File: src/rtl/periph_rr_arbiter.sv
// Two-master round-robin arbiter sharing one req/addr_ok/data_ok peripheral slave port.
// Optional WAIT timeout with error response: define PERIPH_ARB_TIMEOUT_EN.
module periph_rr_arbiter #(
  parameter int ADDR_W      = 32,
  parameter int DATA_W      = 32,
  parameter int MASK_W      = 4,
  parameter int TIMEOUT_CYC = 255
) (
  input  logic              clk,
  input  logic              rst_n,
  input  logic              m0_req_i,
  input  logic              m0_we_i,
  input  logic [ADDR_W-1:0] m0_addr_i,
  input  logic [DATA_W-1:0] m0_data_i,
  input  logic [MASK_W-1:0] m0_wem_i,
  output logic              m0_addr_ok_o,
  output logic              m0_data_ok_o,
  output logic [DATA_W-1:0] m0_data_o,
  output logic              m0_err_o,
  input  logic              m1_req_i,
  input  logic              m1_we_i,
  input  logic [ADDR_W-1:0] m1_addr_i,
  input  logic [DATA_W-1:0] m1_data_i,
  input  logic [MASK_W-1:0] m1_wem_i,
  output logic              m1_addr_ok_o,
  output logic              m1_data_ok_o,
  output logic [DATA_W-1:0] m1_data_o,
  output logic              m1_err_o,
  output logic              s_req_o,
  output logic              s_we_o,
  output logic [ADDR_W-1:0] s_addr_o,
  output logic [DATA_W-1:0] s_data_o,
  output logic [MASK_W-1:0] s_wem_o,
  input  logic              s_addr_ok_i,
  input  logic              s_data_ok_i,
  input  logic [DATA_W-1:0] s_data_i
);

  typedef enum logic {S_IDLE = 1'b0, S_WAIT = 1'b1} state_t;

  state_t r_state, w_next;
  logic   r_owner, r_last;
  logic   w_any, w_win, w_accept, w_tmo, w_done;

  assign w_any    = m0_req_i | m1_req_i;
  // on contention the master that did not win last time goes next
  assign w_win    = (m0_req_i & m1_req_i) ? ~r_last : m1_req_i;
  assign w_accept = (r_state == S_IDLE) & w_any & s_addr_ok_i;

`ifdef PERIPH_ARB_TIMEOUT_EN
  localparam int TCNT_W = ($clog2(TIMEOUT_CYC + 1) > 8) ? $clog2(TIMEOUT_CYC + 1) : 8;
  logic [TCNT_W-1:0] r_tcnt;

  assign w_tmo = (r_state == S_WAIT) & ~s_data_ok_i & (r_tcnt == TCNT_W'(TIMEOUT_CYC - 1));

  always_ff @(posedge clk or negedge rst_n) begin
    if (!rst_n)                              r_tcnt <= '0;
    else if (w_accept)                       r_tcnt <= '0;
    else if (r_state == S_WAIT && !s_data_ok_i) r_tcnt <= r_tcnt + TCNT_W'(1);
  end
`else
  assign w_tmo = 1'b0;
`endif

  assign w_done = s_data_ok_i | w_tmo;

  always_ff @(posedge clk or negedge rst_n) begin
    if (!rst_n) r_state <= S_IDLE;
    else        r_state <= w_next;
  end

  always_ff @(posedge clk or negedge rst_n) begin
    if (!rst_n) begin
      r_owner <= 1'b0;
      r_last  <= 1'b1;
    end else if (w_accept) begin
      r_owner <= w_win;
      r_last  <= w_win;
    end
  end

  always_comb begin
    w_next = r_state;
    case (r_state)
      S_IDLE:  if (w_accept) w_next = S_WAIT;
      S_WAIT:  if (w_done)   w_next = S_IDLE;
      default: w_next = S_IDLE;
    endcase
  end

  // outputs are forced quiet while reset is held, whatever the masters drive
  always_comb begin
    s_req_o      = 1'b0;
    s_we_o       = 1'b0;
    s_addr_o     = '0;
    s_data_o     = '0;
    s_wem_o      = '0;
    m0_addr_ok_o = 1'b0;
    m0_data_ok_o = 1'b0;
    m0_data_o    = '0;
    m0_err_o     = 1'b0;
    m1_addr_ok_o = 1'b0;
    m1_data_ok_o = 1'b0;
    m1_data_o    = '0;
    m1_err_o     = 1'b0;
    if (rst_n) begin
      case (r_state)
        S_IDLE: begin
          if (w_any) begin
            s_req_o = 1'b1;
            if (w_win) begin
              s_we_o       = m1_we_i;
              s_addr_o     = m1_addr_i;
              s_data_o     = m1_data_i;
              s_wem_o      = m1_wem_i;
              m1_addr_ok_o = s_addr_ok_i;
            end else begin
              s_we_o       = m0_we_i;
              s_addr_o     = m0_addr_i;
              s_data_o     = m0_data_i;
              s_wem_o      = m0_wem_i;
              m0_addr_ok_o = s_addr_ok_i;
            end
          end
        end
        S_WAIT: begin
          if (r_owner) begin
            m1_data_ok_o = w_done;
            m1_data_o    = s_data_ok_i ? s_data_i : '0;
            m1_err_o     = w_tmo;
          end else begin
            m0_data_ok_o = w_done;
            m0_data_o    = s_data_ok_i ? s_data_i : '0;
            m0_err_o     = w_tmo;
          end
        end
        default: ;
      endcase
    end
  end

endmodule
File: config.mk
export PLATFORM = sky130hd
export DESIGN_NAME = periph_rr_arbiter
export DESIGN_NICKNAME = d
export VERILOG_FILES = /design/src/rtl/periph_rr_arbiter.sv
export SDC_FILE = /design/constraint.sdc
export NUM_CORES = 1
export LEC_CHECK = 0
export BUFFER_PORTS_ARGS = -buffer_cell sky130_fd_sc_hd__buf_2
export CAP_MARGIN = 20
export CORE_AREA = 10 10 113 115
export CTS_CLUSTER_SIZE = 40
export DETAILED_ROUTE_END_ITERATION = 8
export DIE_AREA = 0 0 123 125
export HOLD_SLACK_MARGIN = 0.02
export PLACE_DENSITY = 0.51
export SYNTH_ARGS = -nofsm -noshare
export SYNTH_HDL_FRONTEND = slang
export SYNTH_SLANG_ARGS = --single-unit
export TNS_END_PERCENT = 5
File: constraint.sdc
create_clock -name clk -period 2.7 [get_ports clk]
set_input_delay 0.675 -clock clk [delete_from_list [all_inputs] [get_ports clk]]
set_output_delay 0.675 -clock clk [all_outputs]
set_load 0.01 [all_outputs]
# After elaboration in Yosys (flattened, before gate mapping)

Index checks and enable logic that the tools add are counted.

Bitwise logic cells: 6
Muxes and demuxes: 44

Operator list:

| cell                            | number |
|---|---|
| two-way mux 32 bit              | 15 |
| two-way mux 1 bit               | 24 |
| two-way mux 4 bit               | 4 |
| bitwise AND 1 bit               | 3 |
| inverter 1 bit                  | 2 |
| case mux 1 bit (2 select lines) | 1 |
| bitwise OR 1 bit                | 1 |

Logic and storage cells: 53
Bits in registers: 3
Input port bits: 176
Output and inout port bits: 140

# Depth between registers and ports, before layout

Gate-level depths: netlist of run 1.

Depth after elaboration: 6
Depth in mapped cells: 6
Gate-level depth less buffers: 4

# Worst setup path before layout of run 1

No wires, ideal clock.

Kind: in2out
Start point: input port m0_req_i
End point: output port s_addr_o[10]
Data required time: 2.025 ns
Slack: 0.487 ns
Stages on the path: 6
Buffers on the path: 3
Arrival time: 1.538 ns
Cells stage by stage: buf_2 > a21bo_2 > buf_2 > buf_2 > nand2_1 > a21oi_1

Word-level cells in the longest chain between the ends: 6
Elaborated cells on any way between the ends: 7
Classes of those cells: mux (5); bitwise (2)

Ends and longest elaborated chain:

| element              | RTL line | RTL |
|---|---|---|
| start, declared      | 11       | `input logic m0_req_i,` |
| bitwise AND 1 bit    | 47       | `assign w_win = (m0_req_i & m1_req_i) ? ~r_last : m1_req_i;` |
| two-way mux 1 bit    | 47       |  |
| two-way mux 32 bit   | 111      | `if (w_win) begin` |
| two-way mux 32 bit * | 109      | `if (w_any) begin` |
| two-way mux 32 bit * | 107      | `case (r_state)` |
| two-way mux 32 bit * | 106      | `if (rst_n) begin` |
| end, declared        | 31       | `output logic [ADDR_W-1:0] s_addr_o,` |

Mark *: on every way between the ends. The rest lies on a longest branch, timed or not.

# Worst setup path in the final report of run 1

Start point: input port m1_req_i
End point: output port s_data_o[5]

Word-level cells in the longest chain between the ends: 6
Elaborated cells on any way between the ends: 7
Classes of those cells: mux (5); bitwise (2)

Ends and longest elaborated chain:

| element              | RTL line | RTL |
|---|---|---|
| start, declared      | 20       | `input logic m1_req_i,` |
| bitwise AND 1 bit    | 47       |  |
| two-way mux 1 bit    | 47       |  |
| two-way mux 32 bit   | 111      |  |
| two-way mux 32 bit * | 109      |  |
| two-way mux 32 bit * | 107      |  |
| two-way mux 32 bit * | 106      |  |
| end, declared        | 32       | `output logic [DATA_W-1:0] s_data_o,` |

Marks and branches as above.

==> run metrics, run 1 <==
GR peak layer met2; clock share of power 15.5%; vias in the first global route 3177; nets 797; Synth top area share 32.6%; Max Fclk 395 MHz; initial antenna violation count 0; detailed placement HPWL 9900 microns; Setup-failing EPs final 0; count of filler cells inserted in the layout 1186; WP data required 2.03 ns; Synth cell types 20; Core Util, Final 31.8%; status finished, final reports clean; first-pass GRT wire length 16800 microns; Final Hold Fails 0; post-CTS setup buffers 0; worst skew pair latency 0.22 ns; multi-input combinational cell area 0.00139 sq mm; final slew viol count 0; drt initial violations 124; die extent in x 123 microns; Reg clk slew, reported paths 0.03 ns; Post-Synth XOR/XNOR Area 0%; Ys Warns 0; Synth area leaders nand2_1 (33%), and2_1 (25%), a21oi_1 (22%), buf_2 (6.2%), dfrtp_1 (3.1%); logic gate share of total power 75.5%; Syn Inst Count 326; largest family of logic cells by synthesized area simple AND/OR/NAND/NOR gates; CTS sink cnt 3; Resize count post-CTS 0; crit-path cells buf_2 -> a21boi_4 -> buf_12 -> nand2_1 -> a21oi_1 -> buf_2; detailed-route DRC error count 0; flip-flop and latch area 76.3 sq um; peak supply drop 0.000118 V; largest net degree at the start of global routing 71; Net Sw Frac 48.2%; max incr delay on CP 0.26 ns; io pins 316; via/cell ratio 4.21; drt wl/cell 15.3 microns; gpl congestion 0.913; top fanout value on the critical path 70; CTS max path bufs 2; Die Ht 125 microns; share of layout cells above drive strength 1 52.7%; routing usage on met3 5.58%; diodes inserted 0; hold_buf cts 0; ANT nets after route 0; PwrDens 258 mW/mm^2; crit start category primary input; Setup Crit Path Kind in2out; die area 0.0154 sq mm; worst hold path type in2async; register-to-register setup slack 1.61 ns; CTS H-tree depth 1; Worst path slowest cell buf_12; post-synthesis simple-gate area fraction 59.8%; post-route minimum period 2.53 ns; area share of fa/ha/maj cells after synthesis 0%; kind of end point of the critical path primary output; routing usage on met1 14.3%; CTS buffer count 3; Sum Neg Setup Slack 0 ns; syn avg cell area 4.94 sq um; GRT Resource Usage Total 13.3%; Root Driver clkbuf_8; maxcap violations 0; skew final 0.00235 ns; P_leak 2.20 nW; CTS tree done; GRT Residual Overflow 0; Syn-to-layout area delta 109%; RSZ-0062 raised after global routing false; Psw 0.419 mW; P_int 0.450 mW; num rows 38; met2 usage 23.3%; initial core utilization 15.2%; WP data arrival 1.85 ns; routed via count 3203; CORE AREA 0.0106 sq mm; Mapped Area 0.00161 sq mm; Top cell by count, worst path buf_2; multiplexer share of the synthesized area 0%; Seq/Total Area, Yosys 4.74%; first-pass detailed-route iteration total 4; fin crit share 93.7%; # port buffers 313; DRT Wirelength 11600 microns; compound-gate portion of the synthesized area 25.3%; area leader, netlist nand2_1; Seq pwr share 9.0%; synthesis-stage register bit count 3
flip-flops by register name, summed over array words and instances (netlist names):
signal / count
r_owner: 1
r_state: 1
r_last: 1
cells in the mapped netlist, drive strengths merged:
cell type  number
nand2         140
a21oi          70
and2           64
buf            22
clkbuf          9
inv             3
o21ai           3
and3            2
dfrtp           2
nor2            2
nor2b           2
a21bo           1
a21boi          1
a31oi           1
a32o            1
conb            1
dfstp           1
nand3           1
metrics by stage:
stage                     area (sq um)  hold WS [ns]  worst slack (ns)  std cells  total power, mW
after floorplan                   1610         0.379             0.487        327            0.421
after global placement            3320         0.481             0.185        756            0.736
after detailed placement          3320         0.484             0.153        756            0.745
after CTS                         3370         0.248             0.146        760            0.885
after global routing              3370         0.259            0.0831        760            0.956
final                             3370         0.252             0.170        760            0.869
cell usage in the layout, fill, tap and decap left out, types with 2 or more instances in the layout:
| master | n |
|---|---|
| a21oi_1 | 70 |
| and2_1 | 64 |
| and3_1 | 2 |
| buf_12 | 4 |
| buf_2 | 313 |
| buf_4 | 3 |
| clkbuf_8 | 3 |
| conb_1 | 2 |
| dfrtp_1 | 2 |
| inv_1 | 3 |
| nand2_1 | 140 |
| nor2_1 | 2 |
| nor2b_1 | 2 |
| o21ai_0 | 2 |
routing by layer:
| metal | vias up | part of all wire (%) |
|---|---|---|
| met5 | - | 0 |
| met4 | 0 | 1.6 |
| met3 | 16 | 14 |
| met2 | 196 | 48 |
| met1 | 1377 | 36 |
| li1 | 1614 | - |
worst max-delay path, delay by kind of cell:
family | cells | cell delay [ns]
buf+inv | 3 | 0.59
simple gates | 1 | 0.10
compound gates | 2 | 0.41
layout make-up:
class,count,area share (%)
multi-input cells,290,41.3
flip-flops and latches,3,2.27
repair buffers,320,49.5
clock buffers,4,1.34
well taps,140,5.20
inverters,3,0.334
logic make-up after synthesis:
group                  after synthesis
AO/OA/AOI/OAI                       77
buffers and inverters               34
flip-flops                           3
AND/OR/NAND/NOR                    211
other                                1
worst paths after layout:
path,from,endpoint,cells after the start
max in group asynchronous,rst_n,r_last,1
setup reg to reg,r_state,r_owner,3
min in group clk,r_owner,r_owner,1
hold reg to reg,r_owner,r_owner,1
setup / recovery,m1_req_i,s_data_o[5],6
hold / removal,rst_n,r_owner,1
power by group through the flow:
stage | clock [mW] | sequential (mW) | combinational [mW]
2_1_floorplan | 0 | 0.0727 | 0.348
3_3_place_gp | 0 | 0.0777 | 0.658
3_5_place_dp | 0 | 0.0793 | 0.665
4_1_cts | 0.138 | 0.0789 | 0.668
5_1_grt | 0.141 | 0.0810 | 0.735
6_report | 0.135 | 0.0784 | 0.657
(Power assumes the default switching activity.)
==> run 2, diff against run 1 <==
Settings changed: CORE_AREA 10 10 113 115 to 10 10 114 116, DIE_AREA 0 0 123 125 to 0 0 124 126, PLACE_DENSITY 0.51 to 0.52.
Clock period 2.7 ns to 2.2 ns, I/O delays scaled along.
==> run 2 against run 1 <==
Net effect:
- highest routed layer unchanged
- wire length rose by 11%
- worst setup slack got worse by 0.11 ns
- cell count rose by 1.8%
- sequential cell count did not move
- hold slack got worse by 0.033 ns
- die area rose by 1.6%
- global-route usage rose by 0.11 points
- sequential power rose by 21%
==> run metrics, run 2 (synthesis results as in run 1) <==
skew final 0.00272 ns; drt wl/cell 16.6 microns; GRT Resource Usage Total 13.4%; vias in the first global route 3171; first-pass GRT wire length 17200 microns; routed via count 3292; diodes inserted 0; crit start category primary input; Root Driver clkbuf_8; fin crit share 97.3%; WP data arrival 1.59 ns; most used cells in the layout excluding fill and tap cells buf_2 (312), nand2_1 (140), and2_1 (64); die area 0.0156 sq mm; Syn-to-layout area delta 125%; register-to-register setup slack 1.08 ns; kind of end point of the critical path primary output; Final Hold Fails 0; RSZ-0062 raised after global routing false; worst hold path type in2async; largest net degree at the start of global routing 53; io pins 316; hold_buf cts 0; FF-to-FF Start r_state; die extent in x 124 microns; crit-path cells buf_2 -> a21boi_4 -> buf_4 -> clkbuf_16 -> and3_1 -> buf_2; Max Fclk 467 MHz; detailed-route DRC error count 0; CTS H-tree depth 1; CTS max path bufs 2; CORE AREA 0.0107 sq mm; RR Endpoint r_owner; met2 WL 6580 microns; worst skew pair latency 0.22 ns; CTS buffer count 3; drt initial violations 164; Core Util, Final 33.9%; status finished, final reports clean; Cell Area, Placed 0.00340 sq mm; post-route minimum period 2.14 ns; gpl congestion 0.925; peak supply drop 0.000280 V; Crit path max-delay family buffers and inverters; Setup-failing EPs final 0; GRT Residual Overflow 0; CTS tree done; Reg clk slew, reported paths 0.03 ns; top sig layer met4; nets 811; count of filler cells inserted in the layout 1200; largest registers r_last: 1 flops, r_owner: 1 flops, r_state: 1 flops; Sum Neg Setup Slack 0 ns; PwrDens 335 mW/mm^2; CP Buf/Inv Count 4; WP data required 1.65 ns; ANT nets after route 0; worst r2r path cells 3; Worst path slowest cell a21boi_4; num rows 38; maxcap violations 0; share of layout cells above drive strength 1 54.9%; DRT Wirelength 12800 microns; most common cell after layout, fill and taps aside buf_2; wl on met1 4520 microns; detailed placement HPWL 10500 microns; CTS sink cnt 3; via/cell ratio 4.25; post-layout instance area 0.00363 sq mm; final slew viol count 0; Die Ht 126 microns; met3 routed WL 1620 microns; initial antenna violation count 0; Setup Crit Path Kind in2out; initial core utilization 15.1%; Top cell by count, worst path buf_2; # port buffers 313; first-pass detailed-route iteration total 4; P_leak 2.32 nW; max incr delay on CP 0.19 ns; top fanout value on the critical path 19
## run 2: cell count changes in the layout (fill, tap and decap cells not counted), moves of 3 or more
cell / delta
a21oi_1: -7
buf_12: +3
clkbuf_16: +4
buf_4: +5
a21oi_2: +7
## run 2: timing repair
action                                  CTS  global route
cloned                                    0             5
pin swaps                                 0             2
gates resized for setup                   1            10
endpoints found under the setup margin    2            56
buffers inserted                          0             4
## run 2: layer usage
layer  up-vias  track usage, %
met4         0            2.37
met5         -               0
met2       189            25.2
met3         8            4.92
li1       1643               -
met1      1452            13.7
## run 2: worst reg2reg max path: cells and delay by family, from the launching register on
| kind | cells | cell delay, ns |
|---|---|---|
| flops | 1 | 0.40 |
| simple gates | 2 | 0.39 |
| compound gates | 1 | 0.21 |
## run 2: power breakdown
group,total (mW),switching (mW),internal (mW),leakage [nW]
combinational,0.962,0.511,0.451,2.26
clock,0.160,0.0367,0.124,0.0228
sequential,0.0946,0.0185,0.0761,0.0348
total,1.22,0.567,0.651,2.32
## run 2: stage by stage
step | total power, mW | hold slack, ns | setup WS, ns | instances
2_1_floorplan | 0.517 | 0.254 | 0.237 | 327
3_3_place_gp | 0.934 | 0.445 | 0.00819 | 761
3_5_place_dp | 0.944 | 0.443 | 0.00814 | 761
4_1_cts | 1.12 | 0.215 | 0.00810 | 765
5_1_grt | 1.33 | 0.225 | 0.00442 | 774
6_report | 1.22 | 0.219 | 0.0590 | 774
## run 2: area by class of cell
cell class | count | area [sq um] | area share, %
repair buffers | 334 | 1900 | 52.2
multi-input cells | 290 | 1430 | 39.3
well taps | 140 | 175 | 4.83
flip-flops and latches | 3 | 76.3 | 2.10
clock buffers | 4 | 45.0 | 1.24
inverters | 3 | 11.3 | 0.310
## run 2: how the worst max path moves through the flow
stage                     startpoint           end  slack, ns  cells after the start
after global placement         rst_n   s_data_o[9]      0.008                      6
final                       m0_req_i  m1_addr_ok_o       0.06                      6
after floorplan             m0_req_i  s_addr_o[10]       0.24                      6
after global routing          r_last  s_data_o[15]      0.004                      5
after CTS                   m1_req_i   s_data_o[9]      0.008                      6
after detailed placement    m1_req_i   s_data_o[9]      0.008                      6
